<file path="src/rtl/vec_issue_ctrl.sv">
// vec_issue_ctrl
//
// Issue controller between the scalar pipeline's vector decode stage and
// vec_exec. Incoming vector instructions are queued in a small circular
// FIFO. One instruction at a time is dispatched to vec_exec with a
// single-cycle new_instr pulse. The operands are held stable until
// vec_op_done, and the result is returned on a valid/ready writeback
// channel. Instructions with a reserved vsew encoding (4..7) never reach
// vec_exec. They return an error writeback with zero data instead.
//
// Ports:
//   clk, reset                 clock (rising edge), async active-high reset
//   req_valid / req_ready      request handshake from the pipeline
//   req_vsew, req_funct6,      instruction fields and source operands
//   req_vd, req_opa, req_opb
//   new_instr                  one-cycle start pulse to vec_exec
//   vsew, funct6,              dispatch registers, stable from ISSUE to WAIT
//   operand_a, operand_b
//   vec_exec_out, vec_op_done  result and completion strobe from vec_exec
//   wb_valid / wb_ready        writeback handshake
//   wb_vd, wb_data, wb_err     writeback tag, data and reserved-vsew flag
//   busy                       FSM not idle or FIFO not empty
//   op_count                   saturating count of completed writebacks
module vec_issue_ctrl #(
  parameter int VLEN   = 256,
  parameter int QDEPTH = 2,
  parameter int CNT_W  = 16
) (
  input  logic             clk,
  input  logic             reset,
  input  logic             req_valid,
  output logic             req_ready,
  input  logic [2:0]       req_vsew,
  input  logic [5:0]       req_funct6,
  input  logic [4:0]       req_vd,
  input  logic [VLEN-1:0]  req_opa,
  input  logic [VLEN-1:0]  req_opb,
  output logic             new_instr,
  output logic [2:0]       vsew,
  output logic [5:0]       funct6,
  output logic [VLEN-1:0]  operand_a,
  output logic [VLEN-1:0]  operand_b,
  input  logic [VLEN-1:0]  vec_exec_out,
  input  logic             vec_op_done,
  output logic             wb_valid,
  input  logic             wb_ready,
  output logic [4:0]       wb_vd,
  output logic [VLEN-1:0]  wb_data,
  output logic             wb_err,
  output logic             busy,
  output logic [CNT_W-1:0] op_count
);

  localparam int PTR_W   = (QDEPTH > 1) ? $clog2(QDEPTH) : 1;
  localparam int QCNT_W  = $clog2(QDEPTH + 1);
  localparam int ENTRY_W = 3 + 6 + 5 + 2 * VLEN;
  localparam logic [QCNT_W-1:0] QFULL = QCNT_W'(QDEPTH);

  typedef enum logic [1:0] {
    IDLE  = 2'd0,
    ISSUE = 2'd1,
    WAIT  = 2'd2,
    WB    = 2'd3
  } state_t;

  state_t              state_q, state_d;
  logic [ENTRY_W-1:0]  fifo_q [QDEPTH];
  logic [ENTRY_W-1:0]  fifo_d [QDEPTH];
  logic [PTR_W-1:0]    wr_ptr_q, wr_ptr_d;
  logic [PTR_W-1:0]    rd_ptr_q, rd_ptr_d;
  logic [QCNT_W-1:0]   count_q, count_d;
  logic [2:0]          vsew_q, vsew_d;
  logic [5:0]          funct6_q, funct6_d;
  logic [VLEN-1:0]     opa_q, opa_d;
  logic [VLEN-1:0]     opb_q, opb_d;
  logic [4:0]          vd_q, vd_d;
  logic [VLEN-1:0]     wb_data_q, wb_data_d;
  logic                wb_err_q, wb_err_d;
  logic [CNT_W-1:0]    op_count_q, op_count_d;

  logic                empty, full, push, pop;
  logic [ENTRY_W-1:0]  head;
  logic [2:0]          head_vsew;
  logic [5:0]          head_funct6;
  logic [4:0]          head_vd;
  logic [VLEN-1:0]     head_opa, head_opb;

  // req_ready depends only on the registered count, never on req_valid.
  assign empty = (count_q == '0);
  assign full  = (count_q == QFULL);
  assign push  = req_valid && !full;

  assign head        = fifo_q[rd_ptr_q];
  assign head_vsew   = head[ENTRY_W-1  -: 3];
  assign head_funct6 = head[ENTRY_W-4  -: 6];
  assign head_vd     = head[ENTRY_W-10 -: 5];
  assign head_opa    = head[2*VLEN-1   -: VLEN];
  assign head_opb    = head[VLEN-1:0];

  // Dispatch FSM. A pop happens from IDLE, or from WB on the writeback
  // handshake so that queued work follows with no IDLE bubble. Reserved
  // heads (vsew[2] set) skip vec_exec and go straight to an error writeback
  // without disturbing the operands currently on the dispatch outputs.
  always_comb begin
    state_d    = state_q;
    vsew_d     = vsew_q;
    funct6_d   = funct6_q;
    opa_d      = opa_q;
    opb_d      = opb_q;
    vd_d       = vd_q;
    wb_data_d  = wb_data_q;
    wb_err_d   = wb_err_q;
    op_count_d = op_count_q;
    pop        = 1'b0;

    case (state_q)
      IDLE: begin
        if (!empty) pop = 1'b1;
      end
      ISSUE: begin
        state_d = WAIT;
      end
      WAIT: begin
        if (vec_op_done) begin
          wb_data_d = vec_exec_out;
          wb_err_d  = 1'b0;
          state_d   = WB;
        end
      end
      WB: begin
        if (wb_ready) begin
          if (op_count_q != '1) op_count_d = op_count_q + CNT_W'(1);
          if (!empty) pop = 1'b1;
          else        state_d = IDLE;
        end
      end
      default: state_d = IDLE;
    endcase

    if (pop) begin
      vd_d = head_vd;
      if (head_vsew[2]) begin
        wb_err_d  = 1'b1;
        wb_data_d = '0;
        state_d   = WB;
      end else begin
        vsew_d   = head_vsew;
        funct6_d = head_funct6;
        opa_d    = head_opa;
        opb_d    = head_opb;
        wb_err_d = 1'b0;
        state_d  = ISSUE;
      end
    end
  end

  // Circular FIFO bookkeeping. Push and pop never target the same slot:
  // push needs a free slot and pop needs a filled one.
  always_comb begin
    fifo_d   = fifo_q;
    wr_ptr_d = wr_ptr_q;
    rd_ptr_d = rd_ptr_q;
    count_d  = count_q;
    if (push) begin
      fifo_d[wr_ptr_q] = {req_vsew, req_funct6, req_vd, req_opa, req_opb};
      wr_ptr_d         = wr_ptr_q + PTR_W'(1);
    end
    if (pop) rd_ptr_d = rd_ptr_q + PTR_W'(1);
    case ({push, pop})
      2'b10:   count_d = count_q + QCNT_W'(1);
      2'b01:   count_d = count_q - QCNT_W'(1);
      default: count_d = count_q;
    endcase
  end

  // State register. Reset flushes the queue and abandons any in-flight op.
  always_ff @(posedge clk or posedge reset) begin
    if (reset) begin
      state_q    <= IDLE;
      for (int i = 0; i < QDEPTH; i++) fifo_q[i] <= '0;
      wr_ptr_q   <= '0;
      rd_ptr_q   <= '0;
      count_q    <= '0;
      vsew_q     <= '0;
      funct6_q   <= '0;
      opa_q      <= '0;
      opb_q      <= '0;
      vd_q       <= '0;
      wb_data_q  <= '0;
      wb_err_q   <= 1'b0;
      op_count_q <= '0;
    end else begin
      state_q    <= state_d;
      fifo_q     <= fifo_d;
      wr_ptr_q   <= wr_ptr_d;
      rd_ptr_q   <= rd_ptr_d;
      count_q    <= count_d;
      vsew_q     <= vsew_d;
      funct6_q   <= funct6_d;
      opa_q      <= opa_d;
      opb_q      <= opb_d;
      vd_q       <= vd_d;
      wb_data_q  <= wb_data_d;
      wb_err_q   <= wb_err_d;
      op_count_q <= op_count_d;
    end
  end

  assign req_ready = !full;
  assign new_instr = (state_q == ISSUE);
  assign wb_valid  = (state_q == WB);
  assign busy      = (state_q != IDLE) || !empty;
  assign vsew      = vsew_q;
  assign funct6    = funct6_q;
  assign operand_a = opa_q;
  assign operand_b = opb_q;
  assign wb_vd     = vd_q;
  assign wb_data   = wb_data_q;
  assign wb_err    = wb_err_q;
  assign op_count  = op_count_q;

endmodule

</file>
<file path="config.mk">
export PLATFORM = sky130hd
export DESIGN_NAME = vec_issue_ctrl
export DESIGN_NICKNAME = d
export VERILOG_FILES = /design/src/rtl/vec_issue_ctrl.sv
export SDC_FILE = /design/constraint.sdc
export NUM_CORES = 2
export LEC_CHECK = 0
export ABC_AREA = 1
export CAP_MARGIN = 20
export CORE_AREA = 2 2 624 626
export CTS_CLUSTER_DIAMETER = 150
export DETAILED_ROUTE_END_ITERATION = 8
export DIE_AREA = 0 0 626 628
export GPL_ROUTABILITY_DRIVEN = 0
export GPL_TIMING_DRIVEN = 0
export PLACE_DENSITY_LB_ADDON = 0.1
export SLEW_MARGIN = 40
export SYNTH_ARGS = -nofsm -noshare
export SYNTH_HDL_FRONTEND = slang
export SYNTH_SLANG_ARGS = --single-unit
</file>
<file path="constraint.sdc">
create_clock -name clk -period 83.1 [get_ports clk]
set_input_delay 16.62 -clock clk [delete_from_list [all_inputs] [get_ports clk]]
set_output_delay 16.62 -clock clk [all_outputs]
set_load 0.01 [all_outputs]
</file>
==> results.toml <==
[run_status]
status = "finished clean"

[cts]
cts-root-buf = "clkbuf_16"
cts_tree = "built"
cts.path.max_buffers = 4
cts-buffers-inserted = 233
htreeDepth = 4
clock_latency_ns = 0.93
post_cts_buffers = 0
cts_sinks = 1856
holdBufCountCts = 0
clk_pin_slew_ns = 0.06
ctsResizeCount = 0

[setup_path]
path_cells = "clkdlybuf4s50_1 > inv_8 > buf_16 > buf_16 > buf_16 > buf_16 > buf_16 > buf_16 > buf_16 > buf_16"
cpPeakStageDelay_ns = 0.49
crit_path_max_fanout = 74
path_depth = 10
cp_slowest_cell = "clkdlybuf4s50_1"
reg2reg_depth = 9
worstPathRequired_ns = 84.17
worstSetupStartpointType = "input pin"
crit_path_start = "reset"
worstSetupEndpoint = "operand_a[114]$_DFFE_PP0P_"
path_buf_inv = 10
end_kind = "async pin"
critPathKind = "in2async"
crit_family = "buffers and inverters"
r2r_end = "operand_b[219]$_DFFE_PP0P_"
worstPathArrival_ns = 20.61
rrSetupSlack_ns = 78.87
critPathMostFrequentCell = "buf_16"
r2r-start = "state_q[1]$_DFFE_PP0P_"

[flow_run]
timing.max_cap.violations = 0

[global_routing]
antenna_found_initial = 218
grt-ovfl-total = 0
grt_max_degree = 75
grt_pass1_vias = 67479
grt_use_total = 0.1995
grt_pass1_wl_mm = 553.4

[power]
irDropWorstVdd_uv = 20.09
switchingPower_mw = 1.901
p_clk_frac = 0.222
switching_share = 0.3965
power_leakage_nw = 49.14
power_frac_seq = 0.332
cellPowerDensity_mw_per_mm2 = 43.91
comb_power_share = 0.446
p_int_mw = 2.894

[drt]
vias = 64815
wire_per_inst_um = 26.08
vias_per_cell = 4.214
ant_nets = 0
first_iter_violations = 3811
routed_wl_mm = 401.1
drc_errors = 0
firstDrtPassIters = 8

[die]
die_area_mm2 = 0.3931
ios = 1590
coreArea_mm2 = 0.3871
rows = 229
die_x_um = 626
fp.dieH_um = 628
start_util = 0.2008

[timing]
slew_headroom = 0.3687
timing.fmax_mhz = 51.18
hold_viol_final = 0
skew_ns = 0.05895
rsz0062_at_grt = "no"
setup_violations = 0
worst_pin_slew_ns = 0.9440
post-route-min-period_ns = 19.54
period_share = 0.2351
setup_tns_ns = 0
final_max_slew_viol_count = 0

[synthesis]
synth_nets = 8856
synth.cell_area_mm2 = 0.07773
ys.flop_type = "dfrtp_1"
yosysWarnings = 0
synth-seq-area-share = 0.5975
synthArstFlopShare = 1.000
ys_ff_latch = 1856
syn_inst = 8063
synth-edff-count = 0
synth_cell_types = 27
syn_area_per_cell_um2 = 9.640

[cells_and_area]
nets = 10716
fin_util = 0.2821
synthToLayoutAreaGrowth_pct = 40.49
post-route-cell-area_mm2 = 0.1092
drive_gt1_frac = 0.1442

[min_path]
hold_path.class = "reg2reg"

[placement]
placed_cell_area_mm2 = 0.1011
hpwl_mm = 318.9
portBuffers = 1588
-- cell usage after synthesis, types with 3 or more instances --
master	count	area share
buf_4	68	0.0066
or2_2	520	0.042
xnor2_1	4	0.00045
clkbuf_1	258	0.012
nand4_1	3	0.00024
mux2_2	256	0.037
nand3_1	10	0.00064
nor2_1	26	0.0013
o21ai_1	406	0.026
nand2_2	3	0.00024
ha_1	6	0.00097
inv_1	802	0.039
buf_1	22	0.0011
o21ai_0	1182	0.076
a31oi_1	6	0.00048
buf_6	32	0.0046
xor2_1	3	0.00034
o21a_1	520	0.050
buf_2	145	0.0093
nand2_1	1928	0.093
dfrtp_1	1856	0.60
-- worst min-delay path: cells and delay by family (launching register included) --
family | cells | cell delay (ns)
compound gates | 1 | 0.06
flops | 1 | 0.33
simple gates | 1 | 0.05
-- flip-flops by register name (all words and copies together), names as in the netlist --
| register | cells |
|---|---|
| wb_data | 256 |
| wb_vd | 5 |
| rd_ptr_q | 1 |
| op_count | 16 |
| count_q | 2 |
| fifo_q | 1052 |
| wb_err | 1 |
| funct6 | 6 |
| operand_a | 256 |
| operand_b | 256 |
| wr_ptr_q | 1 |
| vsew | 2 |
| state_q | 2 |
-- routing by layer --
layer	global-route usage	part of all wire	wire length, µm	vias up
met5	0	0.0018	702	-
met4	0.09992	0.056	22550	112
met3	0.05498	0.073	29140	728
met2	0.3472	0.49	198500	1983
met1	0.2224	0.37	150200	32387
li1	-	-	-	29605
-- worst min-delay path by stage --
| stage | startpoint | to | cells past startpoint |
|---|---|---|---|
| after floorplan | fifo_q[0]$_DFFE_PP0P_ | fifo_q[0]$_DFFE_PP0P_ | 2 |
| after global placement | fifo_q[471]$_DFFE_PP0P_ | fifo_q[471]$_DFFE_PP0P_ | 2 |
| after detailed placement | fifo_q[167]$_DFFE_PP0P_ | fifo_q[167]$_DFFE_PP0P_ | 2 |
| after CTS | fifo_q[468]$_DFFE_PP0P_ | fifo_q[468]$_DFFE_PP0P_ | 2 |
| after global routing | fifo_q[356]$_DFFE_PP0P_ | fifo_q[356]$_DFFE_PP0P_ | 2 |
| final | fifo_q[301]$_DFFE_PP0P_ | fifo_q[301]$_DFFE_PP0P_ | 2 |
-- placed cells by master, fill, tap and decap left out, drive strengths merged --
cell type	instances
nand4	3
nand3b	1
clkinvlp	2
nand3	10
nor2	27
a21oi	1
clkdlybuf4s50	1578
conb	1
or2	521
xnor2	4
mux2	256
dfrtp	1856
o21ai	1588
inv	811
clkbuf	623
o21a	520
bufinv	18
xor2	3
clkinv	37
nand2	1931
buf	314
diode	67
ha	6
a31oi	6
-- cell type report --
| type | count | area [µm²] |
|---|---|---|
| fill | 41225 | 277900 |
| buffer | 525 | 2675 |
| antenna | 67 | 167.7 |
| inverter | 804 | 3025 |
| sequential | 1856 | 46440 |
| timing repair buffer | 1625 | 16860 |
| tap | 5197 | 6502 |
| multi-input combinational | 4878 | 25620 |
| clock buffer | 365 | 7023 |
| clock inverter | 64 | 883.3 |
-- metrics by stage --
stage          total power, mW  worst slack (ns)  hold WS [ns]  std cells
2_1_floorplan            2.635             14.07        0.4457       8063
3_3_place_gp             3.785            -12.76        0.4574      14848
3_5_place_dp             3.796             62.48        0.4649      14885
4_1_cts                  4.893             63.53        0.4787      15314
5_1_grt                  5.122             63.12        0.4882      15342
6_report                 4.795             63.56        0.4732      15381
-- cells by family after synthesis --
kind of cell / count (synthesis) / synth area share
simple gates: 2493 / 0.1377
compound gates: 2115 / 0.1530
flops: 1856 / 0.5975
buf+inv: 1329 / 0.07289
mux: 256 / 0.03709
xor+xnor: 7 / 0.0007888
fa+ha+maj: 6 / 0.0009658
other cells: 1 / 0.00004825
-- power groups by stage --
stage               registers (mW)  clock network, mW  logic, mW
floorplan                     1.64                  0      0.990
global placement              1.62                  0       2.16
detailed placement            1.61                  0       2.19
CTS                           1.60               1.10       2.20
global route                  1.65               1.13       2.34
finish                        1.59               1.06       2.14
Power figures use the tool's default switching activity.
